[config.mk]
export PLATFORM = sky130hd
export DESIGN_NAME = sevenseg_scan_driver
export DESIGN_NICKNAME = d
export VERILOG_FILES = /design/src/rtl/sevenseg_pkg.sv /design/src/rtl/sevenseg_hex_decode.sv /design/src/rtl/sevenseg_scan_driver.sv
export SDC_FILE = /design/constraint.sdc
export NUM_CORES = 1
export LEC_CHECK = 0
export ABC_AREA = 1
export ABC_CLOCK_PERIOD_IN_PS = 3400
export BUFFER_PORTS_ARGS = -buffer_cell sky130_fd_sc_hd__buf_4
export CORE_MARGIN = 2
export CORE_UTILIZATION = 65
export CTS_BUF_LIST = sky130_fd_sc_hd__clkbuf_4 sky130_fd_sc_hd__clkbuf_8
export CTS_CLUSTER_SIZE = 28
export DETAILED_ROUTE_END_ITERATION = 16
export PLACE_DENSITY_LB_ADDON = 0.12
export SKIP_CTS_REPAIR_TIMING = 1
export SLEW_MARGIN = 40
export SYNTH_ARGS = -nofsm -noshare
export SYNTH_HDL_FRONTEND = slang
export SYNTH_SLANG_ARGS = --single-unit
[constraint.sdc]
create_clock -name clk -period 3.4 [get_ports clk]
set_clock_uncertainty 0.15 [all_clocks]
set_input_delay 0.68 -clock clk [delete_from_list [all_inputs] [get_ports clk]]
set_output_delay 0.68 -clock clk [all_outputs]
set_load 0.01 [all_outputs]
[src/rtl/sevenseg_pkg.sv]
// Shared seven-segment definitions: segment bit positions, the 0-F glyph
// table (active-high, bit0=a .. bit6=g) and the output polarity helper.
package sevenseg_pkg;

    localparam int SEG_A = 0;
    localparam int SEG_B = 1;
    localparam int SEG_C = 2;
    localparam int SEG_D = 3;
    localparam int SEG_E = 4;
    localparam int SEG_F = 5;
    localparam int SEG_G = 6;

    localparam logic [6:0] HEX_SEG [16] = '{
        7'b0111111, 7'b0000110, 7'b1011011, 7'b1001111,
        7'b1100110, 7'b1101101, 7'b1111101, 7'b0000111,
        7'b1111111, 7'b1101111, 7'b1110111, 7'b1111100,
        7'b0111001, 7'b1011110, 7'b1111001, 7'b1110001
    };

    localparam logic SEG_ON  = 1'b1;
    localparam logic SEG_OFF = 1'b0;

    // Map a logical on/off request to the pin level for the given polarity.
    function automatic logic drive_level(input logic on, input bit active_low);
        return (on ? SEG_ON : SEG_OFF) ^ active_low;
    endfunction

endpackage

[src/rtl/sevenseg_hex_decode.sv]
// Combinational nibble to active-high seven-segment glyph (bit0=a .. bit6=g).
module sevenseg_hex_decode
    import sevenseg_pkg::*;
(
    input  logic [3:0]           nibble,
    output logic [SEG_G:SEG_A]   pattern
);

    always_comb begin
        pattern = HEX_SEG[nibble];
    end

endmodule

[src/rtl/sevenseg_scan_driver.sv]
// Time-multiplexed NUM_DIGITS hex display driver with double-buffered data.
// Optional leading-zero suppression: SEVENSEG_SCAN_LEADING_ZERO_BLANK_EN.
module sevenseg_scan_driver
    import sevenseg_pkg::*;
#(
    parameter int NUM_DIGITS     = 4,
    parameter int CLK_DIV        = 50000,
    parameter int SEG_ACTIVE_LOW = 1,
    parameter int AN_ACTIVE_LOW  = 1
) (
    input  logic                      clk,
    input  logic                      rst_n,
    input  logic                      load,
    input  logic [4*NUM_DIGITS-1:0]   value,
    input  logic [NUM_DIGITS-1:0]     dp_in,
    input  logic [NUM_DIGITS-1:0]     blank_in,
    output logic [6:0]                segments,
    output logic                      dp,
    output logic [NUM_DIGITS-1:0]     anode,
    output logic                      frame_tick
);

    localparam int CNT_W = $clog2(CLK_DIV);
    localparam int IDX_W = (NUM_DIGITS > 1) ? $clog2(NUM_DIGITS) : 1;
    localparam logic [CNT_W-1:0] CNT_LAST = CNT_W'(CLK_DIV - 1);
    localparam logic [IDX_W-1:0] IDX_LAST = IDX_W'(NUM_DIGITS - 1);
    localparam bit SEG_LOW = (SEG_ACTIVE_LOW != 0);
    localparam bit AN_LOW  = (AN_ACTIVE_LOW != 0);
    localparam logic [6:0]            SEG_IDLE = {7{SEG_LOW}};
    localparam logic [NUM_DIGITS-1:0] AN_IDLE  = {NUM_DIGITS{AN_LOW}};

    logic [CNT_W-1:0]          prescaler_q, prescaler_d;
    logic                      started_q, started_d;
    logic [IDX_W-1:0]          idx_q, idx_d;
    logic [4*NUM_DIGITS-1:0]   pend_val_q, pend_val_d;
    logic [NUM_DIGITS-1:0]     pend_dp_q, pend_dp_d;
    logic [NUM_DIGITS-1:0]     pend_blank_q, pend_blank_d;
    logic [4*NUM_DIGITS-1:0]   shd_val_q, shd_val_d;
    logic [NUM_DIGITS-1:0]     shd_dp_q, shd_dp_d;
    logic [NUM_DIGITS-1:0]     shd_blank_q, shd_blank_d;
    logic [6:0]                seg_q, seg_d;
    logic                      dp_q, dp_d;
    logic [NUM_DIGITS-1:0]     anode_q, anode_d;
    logic                      frame_tick_q, frame_tick_d;

    logic                      adv;
    logic                      wrap;
    logic                      frame_start;
    logic [3:0]                cur_nibble;
    logic [6:0]                cur_pattern;
    logic                      cur_blank;
    logic [NUM_DIGITS-1:0]     auto_blank;

    // The first prescaler rollover after reset starts the scan on digit 0
    // instead of stepping, so digit 0 is the first digit lit.
    always_comb begin
        adv          = (prescaler_q == CNT_LAST);
        prescaler_d  = adv ? '0 : prescaler_q + 1'b1;
        started_d    = started_q | adv;
        wrap         = adv & started_q & (idx_q == IDX_LAST);
        frame_start  = wrap | (adv & ~started_q);
        frame_tick_d = wrap;

        idx_d = idx_q;
        if (adv && started_q) begin
            idx_d = wrap ? '0 : idx_q + 1'b1;
        end

        pend_val_d   = load ? value    : pend_val_q;
        pend_dp_d    = load ? dp_in    : pend_dp_q;
        pend_blank_d = load ? blank_in : pend_blank_q;

        // pending_d already carries a same-cycle load, giving the bypass.
        shd_val_d   = frame_start ? pend_val_d   : shd_val_q;
        shd_dp_d    = frame_start ? pend_dp_d    : shd_dp_q;
        shd_blank_d = frame_start ? pend_blank_d : shd_blank_q;
    end

`ifdef SEVENSEG_SCAN_LEADING_ZERO_BLANK_EN
    logic zero_run;

    always_comb begin
        auto_blank = '0;
        zero_run   = 1'b1;
        for (int k = NUM_DIGITS - 1; k >= 1; k--) begin
            zero_run      = zero_run & (shd_val_q[4*k +: 4] == 4'h0) & ~shd_dp_q[k];
            auto_blank[k] = zero_run;
        end
    end
`else
    always_comb begin
        auto_blank = '0;
    end
`endif

    sevenseg_hex_decode u_hex_decode (
        .nibble  (cur_nibble),
        .pattern (cur_pattern)
    );

    always_comb begin
        cur_nibble = shd_val_q[4*idx_q +: 4];
        cur_blank  = shd_blank_q[idx_q] | auto_blank[idx_q];

        seg_d   = SEG_IDLE;
        dp_d    = SEG_LOW;
        anode_d = AN_IDLE;
        if (started_q) begin
            for (int b = 0; b < 7; b++) begin
                seg_d[b] = drive_level(cur_pattern[b] & ~cur_blank, SEG_LOW);
            end
            dp_d = drive_level(shd_dp_q[idx_q] & ~cur_blank, SEG_LOW);
            for (int k = 0; k < NUM_DIGITS; k++) begin
                anode_d[k] = drive_level(IDX_W'(k) == idx_q, AN_LOW);
            end
        end
    end

    always_ff @(posedge clk or negedge rst_n) begin
        if (!rst_n) begin
            prescaler_q  <= '0;
            started_q    <= 1'b0;
            idx_q        <= '0;
            pend_val_q   <= '0;
            pend_dp_q    <= '0;
            pend_blank_q <= '1;
            shd_val_q    <= '0;
            shd_dp_q     <= '0;
            shd_blank_q  <= '1;
            seg_q        <= SEG_IDLE;
            dp_q         <= SEG_LOW;
            anode_q      <= AN_IDLE;
            frame_tick_q <= 1'b0;
        end else begin
            prescaler_q  <= prescaler_d;
            started_q    <= started_d;
            idx_q        <= idx_d;
            pend_val_q   <= pend_val_d;
            pend_dp_q    <= pend_dp_d;
            pend_blank_q <= pend_blank_d;
            shd_val_q    <= shd_val_d;
            shd_dp_q     <= shd_dp_d;
            shd_blank_q  <= shd_blank_d;
            seg_q        <= seg_d;
            dp_q         <= dp_d;
            anode_q      <= anode_d;
            frame_tick_q <= frame_tick_d;
        end
    end

    assign segments   = seg_q;
    assign dp         = dp_q;
    assign anode      = anode_q;
    assign frame_tick = frame_tick_q;

endmodule

# Word-level counts from Yosys, hierarchy flattened
# Memories as Yosys holds them, arrays and structs flattened.
# Index checks and enable logic that the tools add are counted.
[totals]
regBits = 80
rom_bits = 112
in_bits = 27
output_inout_bits = 13
word_cells = 83
mem_count = 1
[mem_list]
columns = ["name", "depth", "width", "rd", "rd_ports_with_merged_regs", "wr", "line_no", "rtl"]
rows = [
  ["(name not given)", 16, 7, 1, 0, 0, "sevenseg_hex_decode.sv:10", "pattern = HEX_SEG[nibble];"],
]
[classes]
add_sub_neg = 2
magnitude_cmp = 2
eq_ne = 5
shifts = 1
n_mux = 28
bitwise_logic = 29
reduce_logical = 2
[op_table]
columns = ["op", "count"]
rows = [
  ["2-to-1 mux 16 bit", 2],
  ["2-to-1 mux 7 bit", 3],
  ["adder 16 x 1 -> 16 bit, second input constant", 1],
  ["equality test 16 bit, second input constant", 1],
  ["2-to-1 mux 1 bit", 16],
  ["indexed part select 16 x 5 -> 4 bit", 1],
  ["NOT 1 bit", 14],
  ["2-to-1 mux 4 bit", 3],
  ["bitwise AND 1 bit", 11],
  ["binary-select mux 1 bit (select 2 bit)", 3],
  ["greater-or-equal comparator 5 bit, second input constant", 1],
  ["NOT 4 -> 5 bit", 1],
  ["equality test 2 bit, first input constant", 2],
  ["less-than comparator 2 x 3 -> 1 bit, second input constant", 1],
  ["bitwise OR 1 bit", 3],
  ["adder 2 x 1 -> 2 bit, second input constant", 1],
  ["equality test 1 x 2 -> 1 bit, first input constant", 1],
  ["equality test 2 bit, second input constant", 1],
  ["logical NOT 2 bit", 1],
  ["2-to-1 mux 2 bit", 1],
  ["logical AND 1 bit", 1],
]

# Longest topological paths before layout
[logic_depth]
ltp_word = 9
depth_mapped = 11
mapped_depth_nobuf = 10

# Cells and area by module
# Synthesis repeated with hierarchy kept, for this count alone.
[hier_totals]
cells_unflattened = 456
hier_area_um2 = 3860.0
[modules_own_cells]
columns = ["module", "n_inst", "cells_per_inst", "area_per_inst_um2", "seq_area_each_um2"]
rows = [
  ["sevenseg_scan_driver", 1, 404, 3589.7, 2026.9],
  ["sevenseg_hex_decode", 1, 52, 270.3, 0.0],
]

# Worst setup path before layout
# No wires, ideal clock.
[synth_path]
path_kind = "reg2reg"
start = "reg idx_q[1]"
end = "reg seg_q[0] (netlist: segments[0])"
setup_time_ns = 0.086
arrival_ns = 1.555
required_ns = 3.164
setup_slack_ns = 1.610
path_stages_with_launch = 11
n_path_buf = 1
period_less_slack_ns = 1.790
path_cell_list = "dfrtp_1 buf_2 inv_1 nand3_1 nand2_1 inv_1 ha_1 nand3_1 nor2_1 nor2_1 nand3_1"
[synth_via]
elab_chain_cells = 9
elab_cells_between_ends = 15
classes_between = "shift (1); mux (8); bitwise (5); memory (1)"
[synth_lines]
columns = ["element", "line_no", "rtl"]
rows = [
  ["start, declared", "sevenseg_scan_driver.sv:34", "logic [IDX_W-1:0] idx_q, idx_d;"],
  ["start signal, assigned", "sevenseg_scan_driver.sv:137", "idx_q <= idx_d;"],
  ["indexed part select 16 x 5 -> 4 bit", "sevenseg_scan_driver.sv:102", "cur_nibble = shd_val_q[4*idx_q +: 4];"],
  ["NOT 4 -> 5 bit (not written as such)", "sevenseg_hex_decode.sv:10", ""],
  ["memory read (16 x 7 bit)", "n/a", ""],
  ["2-to-1 mux 7 bit (not written as such) (2 in a row)", "sevenseg_hex_decode.sv:10", ""],
  ["bitwise AND 1 bit *", "sevenseg_scan_driver.sv:110", "seg_d[b] = drive_level(cur_pattern[b] & ~cur_blank, SEG_LOW);"],
  ["2-to-1 mux 1 bit *", "sevenseg_pkg.sv:25", "return (on ? SEG_ON : SEG_OFF) ^ active_low;"],
  ["NOT 1 bit (no line) *", "n/a", ""],
  ["2-to-1 mux 7 bit *", "sevenseg_scan_driver.sv:108", "if (started_q) begin"],
  ["via seg_d[0]", "sevenseg_scan_driver.sv:41", "logic [6:0] seg_q, seg_d;"],
  ["end signal, assigned", "sevenseg_scan_driver.sv:144", "seg_q <= seg_d;"],
  ["end, declared", "sevenseg_scan_driver.sv:41", ""],
]
# The timed path passes the listed nets; every way through them passes the cells marked *. The select of a mux whose other input is x is not followed.
# A chain may end at the register's enable or synchronous reset.

# Worst setup path after layout
[layout_path]
start = "reg idx_q[0]"
end = "reg seg_q[3] (netlist: segments[3])"
# Same word-level chain as after synthesis.

==> flow_summary.yaml <==
outcome:
  status: "finished, final reports clean"
grt:
  antenna_found_initial: 0
  grt_pass1_wl_microns: 13000
  grt_util_all_layers_pct: 26.0
  grt_overflow_total: 0
  grt_pass1_vias: 2934
  grt_max_degree: 81
critical_path:
  startpoint_type: "flip-flop"
  reg2reg_depth: 10
  crit_cells: 10
  r2r_end: "segments[3]"
  cp_max_fo: 17
  worstPathRequired_ns: 3.51
  critPathCaptureType: "flip-flop"
  regToRegSetupSlack_ns: 1.17
  cp.buffers_inverters: 3
  critical_path.max_stage_delay_ns: 0.66
  cp.arrival_ns: 2.34
  worstSetupPathType: "flip-flop to flip-flop"
  cp_top_family: "flip-flops"
  slowest_stage: "dfrtp_1"
  crit_path_cell_trace: "inv_2 -> nand2_1 -> nand3_1 -> nand2_1 -> inv_1 -> ha_1 -> inv_1 -> nand2_1 -> nand3_1 -> nand3_1"
  rr_startpoint: "idx_q[0]"
  crit_path_start: "idx_q[0]"
  crit_path_end: "segments[3]"
floorplanning:
  ios: 40
  rows: 27
  die_area_sq_um: 6410
  start_util_pct: 67.9
  core_area_sq_um: 5540
  chipWidth_microns: 80.1
  die_y_microns: 80.1
detailed_routing:
  wl_microns: 7380
  via_count: 2985
  drt_pass1_iterations: 6
  wire_per_inst_microns: 12.9
  vias_per_cell: 5.24
  drcViolationCount: 0
  drt_iter0_markers: 146
  antenna_left: 0
sta:
  slew_violations: 0
  period_share_pct: 65.6
  min_period_ns: 2.23
  fin_tns_setup_ns: 0
  finalSetupViolCount: 0
  timing_hold_violations_final: 0
  slew_headroom_pct: 53.3
  rsz0062_at_grt: "false"
  fmaxAchievable_mhz: 449
  worst_slew_pin_slew_ns: 0.700
cts:
  cts_tree: "built"
  cts_htree_levels: 3
  clk_pin_slew_ns: 0.09
  clockBufferDepth: 2
  clk_latency_ns: 0.35
  root_buffer: "clkbuf_8"
  cts_buffers: 9
  cts.sinks: 80
synth:
  synth_xor_xnor_area_share_pct: 1.63
  synth_simple_gate_area_share_pct: 27.9
  synth_nets: 494
  synth_area_sq_um: 3760
  async_flop_share_pct: 100
  synth_top_family_by_area: "simple AND/OR/NAND/NOR gates"
  synthAdderAreaFrac_pct: 3.66
  synthCells: 456
  ys_ff_latch: 80
  synth_ff_type: "dfrtp_1"
  synthMuxAreaShare_pct: 0
  syn_avg_cell_area_sq_um: 8.25
  yosys.area.top_type_share_pct: 39.9
  yosysTopAreaCell: "dfrtp_1"
  synth_compound_gate_area_share_pct: 5.06
  yosysSeqAreaShare_pct: 53.9
  ys_types: 25
  synth_edf_count: 0
  synth_area_leaders: "dfrtp_1 (40%), nand2_1 (17%), dfstp_2 (14%)"
  ys_warn_count: 0
power:
  peakVddDrop_mv: 0.360
  fin_total_pwr_mw: 1.86
  power_density_nw_per_um2: 432
  p_leak_nw: 2.27
placement:
  placed_cell_area_sq_um: 4070
  dpl.hpwl_microns: 4950
  place.gp.congestion: 0.863
  dp_cells: 554
  io_buffers: 39
layout:
  fin_util_pct: 77.5
  diodes: 0
  final_cells: 570
  final_cell_mix: "nand2_1 (170), dfrtp_1 (60), inv_1 (53)"
  area_delta_synth_final_pct: 14.2
  drive_gt1_share_pct: 18.3
  fin_area_sq_um: 4290
  final_common_cell: "nand2_1"
  fin_nets: 531
worst_hold_path:
  hold_class: "input pin to asynchronous set/reset pin"
job:
  cap_violations: 0
[worst min path at each step]
stage	from	endpoint	slack, ns	depth (start not counted)
3_5_place_dp	pend_dp_q[2]	pend_dp_q[2]	0.31	2
4_1_cts	rst_n	prescaler_q[13]	0.22	1
6_report	rst_n	prescaler_q[13]	0.18	1
5_1_grt	rst_n	prescaler_q[5]	0.24	1
3_3_place_gp	pend_val_q[14]	pend_val_q[14]	0.30	2
2_1_floorplan	rst_n	frame_tick	0.23	0
[flip-flops by register name, summed over array words and instances (netlist names)]
name,cells
shd_blank_q,4
shd_dp_q,4
pend_blank_q,4
pend_val_q,16
segments,7
frame_tick,1
shd_val_q,16
dp,1
prescaler_q,16
anode,4
started_q,1
pend_dp_q,4
idx_q,2
[stage by stage]
stage,hold slack [ns],worst slack (ns)
finish,0.175,1.17
global route,0.240,0.859
CTS,0.225,1.21
detailed placement,0.308,1.23
global placement,0.305,1.35
floorplan,0.234,1.61
[cells in the mapped netlist, types with 3 or more instances]
| cell type | n |
|---|---|
| clkbuf_1 | 3 |
| dfstp_2 | 20 |
| nand3_1 | 35 |
| inv_1 | 53 |
| nor3_1 | 3 |
| nand4_1 | 4 |
| ha_1 | 11 |
| nand2_1 | 170 |
| dfrtp_1 | 60 |
| o21ai_0 | 6 |
| o21ai_2 | 4 |
| nor2_1 | 34 |
| o21ai_1 | 20 |
| inv_2 | 3 |
| xor2_1 | 7 |
| buf_6 | 3 |
| nand2_2 | 3 |
| buf_2 | 8 |
[final cells by class]
type,count,area [sq um]
Sequential cell,80,2030
Multi-Input combinational cell,306,1440
Fill cell,406,1250
Timing Repair Buffer,40,304
Inverter,56,210
Clock buffer,11,145
Tap cell,72,90.1
Clock inverter,5,80.1
[kinds of logic after synthesis]
kind of cell	count (synthesis)
flip-flops	80
AND/OR/NAND/NOR	254
AO/OA/AOI/OAI	34
adder cells (fa/ha/maj)	11
XOR/XNOR	7
buffers and inverters	70
[worst reg2reg max path: stages, from the launching register on]
cell and delay (ns):
dfrtp_1 0.66, inv_2 0.23, nand2_1 0.11, nand3_1 0.06, nand2_1 0.19, inv_1 0.11, ha_1 0.26, inv_1 0.10
nand2_1 0.07, nand3_1 0.10, nand3_1 0.11
[layer usage]
layer | routed length (microns) | up-vias | track usage (%)
li1 | - | 1481 | -
met1 | 3210 | 1415 | 33.5
met2 | 3760 | 74 | 43.9
met3 | 298 | 15 | 5.28
met4 | 102 | 0 | 9.15
met5 | 0 | - | 0
[where the power goes]
group / switching [mW] / total (mW) / internal (mW) / leakage (nW)
Clock: 0.338 / 0.778 / 0.440 / 0.109
Sequential: 0.00699 / 0.987 / 0.980 / 0.894
Combinational: 0.0580 / 0.0921 / 0.0340 / 1.27
Total: 0.403 / 1.86 / 1.45 / 2.27
No activity file was read; power rests on OpenSTA's default activity.
